[src/rtl/sound_latch_c1.sv]
// 68000 <-> Z80 sound-command mailbox (NEO-C1 side): latches the command byte,
// pulses nSDW to request a Z80 NMI, and latches the Z80 reply for the 68k.
module sound_latch_c1 #(
    parameter int NSDW_CYCLES = 4
) (
    input  logic       CLK,
    input  logic       nRESET,
    input  logic [7:0] M68K_DIN,
    input  logic       nSOUND_WR,
    input  logic       nSOUND_RD,
    output logic [7:0] M68K_DOUT,
    input  logic [7:0] SDD_IN,
    output logic [7:0] SDD_OUT,
    output logic       SDD_OE,
    input  logic       nSDZ80R,
    input  logic       nSDZ80W,
    input  logic       nSDZ80CLR,
    output logic       nSDW,
    output logic       CMD_PENDING,
    output logic       REPLY_PENDING,
    output logic       CMD_OVERRUN
);

    localparam logic [7:0] PULSE_LEN = 8'(NSDW_CYCLES);

    logic       soundWrPrev, soundRdPrev, z80RdPrev, z80WrPrev, z80ClrPrev;
    logic       soundWrFall, soundRdFall, z80RdFall, z80WrRise, z80ClrFall;
    logic [7:0] cmd, reply, sample, pulseCnt;
    logic       nSdwReg, cmdPending, replyPending, cmdOverrun;

    // Strobes are levels; each one yields a single event on its first sampled edge.
    assign soundWrFall = ~nSOUND_WR & soundWrPrev;
    assign soundRdFall = ~nSOUND_RD & soundRdPrev;
    assign z80RdFall   = ~nSDZ80R   & z80RdPrev;
    assign z80ClrFall  = ~nSDZ80CLR & z80ClrPrev;
    assign z80WrRise   =  nSDZ80W   & ~z80WrPrev;

    // NOTE: state registers use non-blocking assignments so every block reads pre-edge values.
    always_ff @(posedge CLK or negedge nRESET) begin
        if (!nRESET) begin
            soundWrPrev <= 1'b1;
            soundRdPrev <= 1'b1;
            z80RdPrev   <= 1'b1;
            z80WrPrev   <= 1'b1;
            z80ClrPrev  <= 1'b1;
        end else begin
            soundWrPrev <= nSOUND_WR;
            soundRdPrev <= nSOUND_RD;
            z80RdPrev   <= nSDZ80R;
            z80WrPrev   <= nSDZ80W;
            z80ClrPrev  <= nSDZ80CLR;
        end
    end

    // A 68k write wins over a same-edge Z80 clear or read; overrun looks at the old pending bit.
    always_ff @(posedge CLK or negedge nRESET) begin
        if (!nRESET) begin
            cmd        <= 8'h00;
            cmdPending <= 1'b0;
            cmdOverrun <= 1'b0;
        end else if (soundWrFall) begin
            cmd        <= M68K_DIN;
            cmdPending <= 1'b1;
            if (cmdPending)
                cmdOverrun <= 1'b1;
            else if (z80ClrFall)
                cmdOverrun <= 1'b0;
        end else if (z80ClrFall) begin
            cmd        <= 8'h00;
            cmdPending <= 1'b0;
            cmdOverrun <= 1'b0;
        end else if (z80RdFall) begin
            cmdPending <= 1'b0;
        end
    end

    // A write during a pulse reloads the counter, stretching nSDW without a gap.
    always_ff @(posedge CLK or negedge nRESET) begin
        if (!nRESET) begin
            pulseCnt <= 8'h00;
            nSdwReg  <= 1'b1;
        end else if (soundWrFall) begin
            pulseCnt <= PULSE_LEN;
            nSdwReg  <= 1'b0;
        end else if (pulseCnt != 8'h00) begin
            pulseCnt <= pulseCnt - 8'h01;
            if (pulseCnt == 8'h01)
                nSdwReg <= 1'b1;
        end
    end

    always_ff @(posedge CLK or negedge nRESET) begin
        if (!nRESET) begin
            sample       <= 8'h00;
            reply        <= 8'h00;
            replyPending <= 1'b0;
        end else begin
            if (!nSDZ80W)
                sample <= SDD_IN;
            if (z80WrRise) begin
                reply        <= sample;
                replyPending <= 1'b1;
            end else if (soundRdFall) begin
                replyPending <= 1'b0;
            end
        end
    end

    assign SDD_OUT       = cmd;
    assign SDD_OE        = ~nSDZ80R & nRESET;
    assign M68K_DOUT     = reply;
    assign nSDW          = nSdwReg;
    assign CMD_PENDING   = cmdPending;
    assign REPLY_PENDING = replyPending;
    assign CMD_OVERRUN   = cmdOverrun;

endmodule

[config.mk]
export PLATFORM = sky130hd
export DESIGN_NAME = sound_latch_c1
export DESIGN_NICKNAME = d
export VERILOG_FILES = /design/src/rtl/sound_latch_c1.sv
export SDC_FILE = /design/constraint.sdc
export NUM_CORES = 1
export LEC_CHECK = 0
export BUFFER_PORTS_ARGS = -buffer_cell sky130_fd_sc_hd__buf_2
export CELL_PAD_IN_SITES_DETAIL_PLACEMENT = 1
export CELL_PAD_IN_SITES_GLOBAL_PLACEMENT = 1
export CORE_MARGIN = 3
export CORE_UTILIZATION = 30
export CTS_CLUSTER_SIZE = 25
export DETAILED_ROUTE_END_ITERATION = 6
export PLACE_DENSITY = 0.69
export SYNTH_ARGS = -nofsm -noshare
export SYNTH_HDL_FRONTEND = slang
export SYNTH_SLANG_ARGS = --single-unit
[constraint.sdc]
create_clock -name CLK -period 2.5 [get_ports CLK]
set_clock_uncertainty 0.1 [all_clocks]
set_input_delay 0.5 -clock CLK [delete_from_list [all_inputs] [get_ports CLK]]
set_output_delay 0.5 -clock CLK [all_outputs]
set_load 0.01 [all_outputs]
# --- After elaboration in Yosys (flattened, before gate mapping) ---
# Cells that the tools add are included.
totals:
  wordCells: 48
  in_bits: 23
  out_inout_bits: 21
  regBits: 41
classes:
  add_sub_neg: 1
  bitwise_logic: 11
  mux: 15
  n_eq_ne: 1
  reduce_logical: 7
op_table:
  columns: ["operator", "n"]
  rows:
  - ["2-to-1 mux 8 bit", 4]
  - ["2-to-1 mux 1 bit", 11]
  - ["== test 8 x 1 -> 1 bit (second input constant)", 1]
  - ["nonzero test 2 bit", 4]
  - ["nonzero test 8 bit", 1]
  - ["subtractor 8 x 1 -> 8 bit (second input constant)", 1]
  - ["bitwise AND 1 bit", 6]
  - ["inverter 1 bit", 5]
  - ["nonzero test 3 bit", 1]
  - ["AND reduction 2 bit", 1]

# --- Logic depth before layout (Yosys ltp) ---
# Gate-level depths: netlist of run 1.
depth:
  depth_word: 5
  ltp_mapped: 5
  ltp_nobuf: 5

# --- Least setup slack after synthesis of run 1 ---
# Ideal clock, no wire load.
synth_timing:
  kind: "flip-flop to flip-flop"
  start: "register pulseCnt[0]"
  end: "register pulseCnt[3]"
  arrival_ns: 1.558
  required_ns: 2.321
  n_path_buf: 0
  slack_ns: 0.763
  path_stages_with_launch: 6
  path_cell_list: "dfrtp_1 > inv_1 > ha_1 > nor3b_1 > a2111oi_0 > mux2i_1"
synth_via:
  elab_chain_len: 3
synth_lines:
  columns: ["element", "line_no", "text"]
  rows:
  - ["start, declared", "28", "logic [7:0] cmd, reply, sample, pulseCnt;"]
  - ["start signal, assigned", "86", "pulseCnt <= pulseCnt - 8'h01;"]
  - ["subtractor 8 x 1 -> 8 bit", "86", null]
  - ["2-to-1 mux 8 bit", "85", "end else if (pulseCnt != 8'h00) begin"]
  - ["2-to-1 mux 8 bit", "82", "end else if (soundWrFall) begin"]
# Parallel ways exist; a longest one is shown, timed or not. The select of a mux whose other input is x is not followed.
# A chain may end at the register's enable or synchronous reset.

# --- Worst setup path after layout of run 1 ---
# Ends and elaborated chain as after synthesis.

==> results of run 1 <==
==> where the power goes <==
group	leakage (µW)	internal [µW]	switching, µW	total, µW
Combinational	0.000440	227	288	515
Clock	0.0000585	325	227	552
Sequential	0.000492	794	123	917
Total	0.000991	1350	638	1980
==> worst paths after layout <==
check,startpoint,end,slack (ps),cells past startpoint
worst max-delay path,pulseCnt[0],pulseCnt[3],510,5
worst min-delay path,nRESET,CMD_OVERRUN,170,2
worst max register to register,pulseCnt[0],pulseCnt[3],510,5
worst min register to register,REPLY_PENDING,REPLY_PENDING,400,1
max in group asynchronous,nRESET,soundRdPrev,1750,2
min in group CLK,nSOUND_RD,soundRdPrev,210,1
==> sequential cells by signal (all words and copies together), names as in the netlist <==
signal / cells
M68K_DOUT: 8
SDD_OUT: 8
pulseCnt: 8
sample: 8
CMD_OVERRUN: 1
CMD_PENDING: 1
REPLY_PENDING: 1
nSDW: 1
soundRdPrev: 1
soundWrPrev: 1
z80ClrPrev: 1
z80RdPrev: 1
z80WrPrev: 1
==> through the flow <==
step	util	hold WS [ps]	setup slack, ps	total power, µW
after floorplan	-	104	763	1260
after global placement	0.377	381	632	1410
after detailed placement	0.377	377	519	1450
after CTS	0.399	190	490	2010
after global routing	0.399	193	378	2110
final	0.399	171	507	1980
==> synth_stat cells (3+ instances only) <==
| cell type | instances | area share |
|---|---|---|
| a21oi_1 | 4 | 0.012 |
| ha_1 | 3 | 0.022 |
| inv_1 | 6 | 0.013 |
| nand2_1 | 3 | 0.0067 |
| buf_2 | 3 | 0.0089 |
| mux2_1 | 7 | 0.047 |
| nor2_1 | 5 | 0.011 |
| dfstp_2 | 6 | 0.094 |
| clkbuf_1 | 3 | 0.0067 |
| o21ai_1 | 3 | 0.0089 |
| a22o_1 | 9 | 0.047 |
| dfrtp_1 | 35 | 0.52 |
| nor2b_1 | 3 | 0.011 |
| nand2b_1 | 6 | 0.022 |
| nor3_1 | 4 | 0.012 |
| mux2_2 | 9 | 0.060 |
==> critical path, delay by kind of cell (launching register included) <==
family                   cells  cell delay [ps]
multiplexers                 1              260
buffers and inverters        1              130
flip-flops                   1              450
AND/OR/NAND/NOR              1              170
AO/OA/AOI/OAI                1              550
adder cells (fa/ha/maj)      1              250
==> layer usage <==
layer	track usage	wire, µm
met2	0.214	1900
met5	0	0
met1	0.155	1660
met3	0.0499	243
met4	0.0405	42
==> cell families (layout without fill, tap and decap cells) <==
kind of cell    Yosys count  after routing
compound gates           26             26
fa+ha+maj                 3              3
buf+inv                  12             60
flops                    41             41
mux                      18             18
simple gates             27             27
==> area by class of cell <==
type	count	area (µm²)	share of cell area
clock buffer	7	86.3	0.0411
sequential	41	1030	0.492
tap	70	87.6	0.0417
multi-input combinational	74	603	0.287
clock inverter	1	30.0	0.0143
timing repair buffer	46	238	0.113
inverter	6	22.5	0.0107
==> metrics.csv, run 1 <==
stage,metric,value,unit
worst_setup_path,crit_chain,inv_1 > ha_1 > nor3b_1 > a2111oi_0 > mux2i_1,
synthesis,synth_compound_area_frac,0.125,
synthesis,ys_warn_count,0,
global_route,grt_max_degree,42,
floorplan,die_x,81.0,µm
pwr,p_leak,0.000991,µW
cells_and_area,syn_to_final_growth,24.6,%
clock_network,tritoncts,built,
synthesis,synth-edff-count,0,
placement,dp_cells,237,
floorplan,die_area,6550,µm²
worst_setup_path,worst_ep_arrival_time,2110,ps
global_route,grt_pass1_wl,6420,µm
floorplan,dieHeight,81.0,µm
synthesis,synth_fp_nets,153,
synthesis,synth_fa_ha_area_frac,0.0223,
worst_setup_path,cpPeakStageDelay,550,ps
worst_setup_path,cp-start-kind,register,
pwr,ir_drop,0.000475,V
job,drv_cap,0,
clock_network,hold_buffers,0,
synthesis,seq_area_frac_synth,0.613,
clock_network,worstSkewPairLatency,290,ps
synthesis,yosys_most_used_dff,dfrtp_1,
outcome,status,"finished, final reports clean",
timing,relSlewSlack,0.541,
synthesis,synth_top_family_by_area,compound AO/OA/AOI/OAI gates,
route,drc_errors,0,
route,routed_wl,3840,µm
route,drtIter0Drc,56,
worst_setup_path,critical_path_class,reg -> reg,
global_route,antenna_found_initial,0,
cells_and_area,antenna_cells,0,
synthesis,netlist_area,1690,µm²
timing,finalSetupTns,0,ps
clock_network,clk_path_buf_depth,2,
timing,rsz0062_at_grt,no,
worst_setup_path,crit_path_end_kind,register,
clock_network,cts_buffers,5,
cells_and_area,post-route-cell-area,2100,µm²
floorplan,row_count,26,
cells_and_area,layout-drive-gt1-share,0.417,
synthesis,synth-simple-area-share,0.0921,
timing,worstMarginPinSlew,687,ps
global_route,gr-total-overflow,0,
cells_and_area,final_nets,200,
worst_hold_path,min_path_type,in -> async,
global_route,track_usage,0.130,
synthesis,synthArstFlopShare,1.00,
synthesis,ys_seq_elements,41,
route,postRouteAntennaNets,0,
clock_network,clk_pin_slew_worst_paths,80,ps
route,via_count,1197,
timing,final_max_slew_viol_count,0,
synthesis,synthCells,127,
clock_network,cts_setup_buffers,0,
timing,max_freq,502,MHz
worst_setup_path,cp_slowest_cell,a2111oi_0,
route,drt-vias-per-instance,4.89,
synthesis,synth_cell_type_count,32,
route,first_pass_iters,4,
worst_setup_path,cp_max_fo,6,
global_route,grt_pass1_vias,1286,
timing,hold_viol_final,0,
placement,placed_area,1980,µm²
cells_and_area,final_cell_mix,"buf_2 (43), dfrtp_1 (35), a22o_1 (9), mux2_2 (9), mux2_1 (7)",
floorplan,initial_core_util,0.320,
placement,dp_hpwl,2900,µm
floorplan,core_area,5270,µm²
placement,port_buffers,43,
clock_network,ctsHtreeMaxLevel,2,
cells_and_area,fillers,604,
clock_network,clock-root-buffer,clkbuf_8,
synthesis,synth_xor_area_frac,0,
route,wl_per_cell,15.7,µm
timing,setup_violations,0,
placement,routabilityCongestion,0.769,
clock_network,cts_resized,0,
timing,fin_crit_sh,0.797,
clock_network,clock-sinks,41,
synthesis,muxShareOfSynthArea,0.119,
cells_and_area,layout_commonest_cell,buf_2,
floorplan,ioPinCount,44,
synthesis,avgSynthCellArea,13.3,µm²
cells_and_area,final-instance-count-excl-fill,245,
worst_setup_path,cp.required,2620,ps
pwr,power.density,945,nW/µm²
timing,finalCriticalPeriod,1990,ps
(Power assumes the default switching activity.)
==> run 2: changes to the inputs <==
--- a/config.mk
+++ b/config.mk
@@ -12,7 +12,7 @@
 export CORE_UTILIZATION = 30
 export CTS_CLUSTER_SIZE = 25
 export DETAILED_ROUTE_END_ITERATION = 6
-export PLACE_DENSITY = 0.69
+export PLACE_DENSITY = 0.71
 export SYNTH_ARGS = -nofsm -noshare
 export SYNTH_HDL_FRONTEND = slang
 export SYNTH_SLANG_ARGS = --single-unit
==> constraint.sdc (replaced) <==
create_clock -name CLK -period 1.6 [get_ports CLK]
set_clock_uncertainty 0.1 [all_clocks]
set_input_delay 0.32 -clock CLK [delete_from_list [all_inputs] [get_ports CLK]]
set_output_delay 0.32 -clock CLK [all_outputs]
set_load 0.01 [all_outputs]
==> run 2 against run 1 <==
- register-to-register slack got worse by 480 ps
- routed wire length increased by 5.7%
- fmax increased by 26%
- critical path depth decreased by 1
- power increased by 64%
- non-clock buffer count increased by 12
- sequential share of layout area decreased by 2.5 points
- worst setup slack got worse by 480 ps
- die area unchanged
- largest cell class unchanged
- sequential cell count unchanged
- largest power group unchanged
==> metrics.csv, run 2 (same netlist as run 1, synthesis figures left out) <==
stage,metric,value,unit
route,drt-vias-per-instance,4.85,
cells_and_area,post-route-cell-area,2210,µm²
placement,routabilityCongestion,0.807,
global_route,antenna_found_initial,0,
worst_setup_path,cp_max_fo,6,
worst_setup_path,worst_ep_arrival_time,1640,ps
timing,finalCriticalPeriod,1580,ps
clock_network,clock-root-buffer,clkbuf_8,
clock_network,clock-sinks,41,
route,drc_errors,0,
cells_and_area,final_cell_mix,"buf_2 (43), dfrtp_1 (35), buf_4 (13)",
floorplan,ioPinCount,44,
cells_and_area,antenna_cells,0,
worst_setup_path,cp-start-kind,register,
cells_and_area,fillers,595,
route,drtIter0Drc,53,
route,routed_wl,4060,µm
placement,dp_hpwl,3070,µm
timing,rsz0062_at_grt,yes,
timing,final_max_slew_viol_count,0,
worst_setup_path,path_buf_inv,1,
outcome,status,"finished, final reports clean",
route,first_pass_iters,4,
clock_network,hold_buffers,0,
worst_hold_path,min_path_type,in -> async,
timing,max_freq,634,MHz
clock_network,ctsHtreeMaxLevel,2,
timing,hold_viol_final,0,
clock_network,clk_path_buf_depth,2,
cells_and_area,layout-drive-gt1-share,0.487,
floorplan,row_count,26,
clock_network,cts_buffers,5,
clock_network,tritoncts,built,
floorplan,core_area,5270,µm²
pwr,power.density,1470,nW/µm²
pwr,switchingPower,1110,µW
clock_network,clk_pin_slew_worst_paths,80,ps
placement,placed_area,2080,µm²
pwr,p_clk_frac,0.197,
timing,worstMarginPinSlew,510,ps
floorplan,initial_core_util,0.320,
global_route,grt_max_degree,42,
worst_setup_path,cp.required,1670,ps
global_route,grt_pass1_vias,1393,
floorplan,die_area,6550,µm²
cells_and_area,final_nets,212,
worst_setup_path,critical_path_class,reg -> reg,
global_route,grt_pass1_wl,6650,µm
pwr,intPower,2150,µW
job,drv_cap,0,
global_route,track_usage,0.133,
timing,fin_crit_sh,0.986,
route,postRouteAntennaNets,0,
pwr,seqPwrFrac,0.420,
route,wl_per_cell,15.8,µm
worst_setup_path,cpLargestDelayFamily,simple AND/OR/NAND/NOR gates,
pwr,power_frac_comb,0.383,
worst_setup_path,cpPeakStageDelay,470,ps
worst_setup_path,crit_path_end_kind,register,
worst_setup_path,cp_slowest_cell,or4_4,
pwr,ir_drop,0.000678,V
cells_and_area,layout_commonest_cell,buf_2,
pwr,p_leak,0.00104,µW
placement,port_buffers,43,
floorplan,dieHeight,81.0,µm
worst_setup_path,crit_chain,buf_6 > or4_4 > o41ai_2 > a21oi_1,
route,via_count,1246,
timing,relSlewSlack,0.660,
clock_network,worstSkewPairLatency,290,ps
global_route,gr-total-overflow,0,
placement,dp_slack,-42.9,ps
pwr,netSwitchingFraction,0.340,
timing,timing.final.ws_setup,22.8,ps
timing,setup_violations,0,
cells_and_area,syn_to_final_growth,31.2,%
floorplan,die_x,81.0,µm
## run 2: layer usage
metal	track usage	vias to the layer above	part of all wire
li1	-	571	-
met1	0.146	636	0.40
met2	0.241	33	0.53
met3	0.0410	6	0.051
met4	0.0490	0	0.014
met5	0	-	0
## run 2: timing repair
item | in CTS | in global routing
buffers inserted | 0 | 2
gates resized for setup | 3 | 6
pin swaps | 0 | 2
setup endpoints to repair | 5 | 8
## run 2: path summary, 6_finish.rpt
| path | from | to | slack [ps] | depth (start not counted) |
|---|---|---|---|---|
| max in group asynchronous | nRESET | soundRdPrev | 1000 | 2 |
| max | pulseCnt[2] | pulseCnt[7] | 20 | 4 |
| min in group CLK | nSDZ80CLR | z80ClrPrev | 30 | 1 |
| min | nRESET | pulseCnt[7] | 30 | 2 |
| max reg2reg | pulseCnt[2] | pulseCnt[7] | 20 | 4 |
| min reg2reg | REPLY_PENDING | REPLY_PENDING | 380 | 1 |
## run 2: layout make-up
type	instances	area [µm²]	area share
repair buffers	58	335	0.152
multi-input cells	74	652	0.295
clock buffers	8	80.1	0.0362
well taps	70	87.6	0.0396
flip-flops and latches	41	1030	0.467
inverters	6	22.5	0.0102
## run 2: stage by stage
stage	hold WS [ps]	power (µW)	TNS [ps]	instances	utilization
finish	30.3	3260	0	257	0.420
detailed placement	336	2480	-142	247	0.394
global route	10.4	3470	-112	257	0.420
global placement	334	2400	0	247	0.394
floorplan	-75.6	2010	0	127	-
CTS	16.5	3180	0	255	0.412
## run 2: power by group through the flow
stage | Combinational, µW | Sequential (µW) | Clock (µW)
final | 1250 | 1370 | 643
after global routing | 1370 | 1390 | 705
after CTS | 1150 | 1360 | 669
after detailed placement | 1110 | 1370 | 0
after global placement | 1040 | 1360 | 0
after floorplan | 564 | 1450 | 0
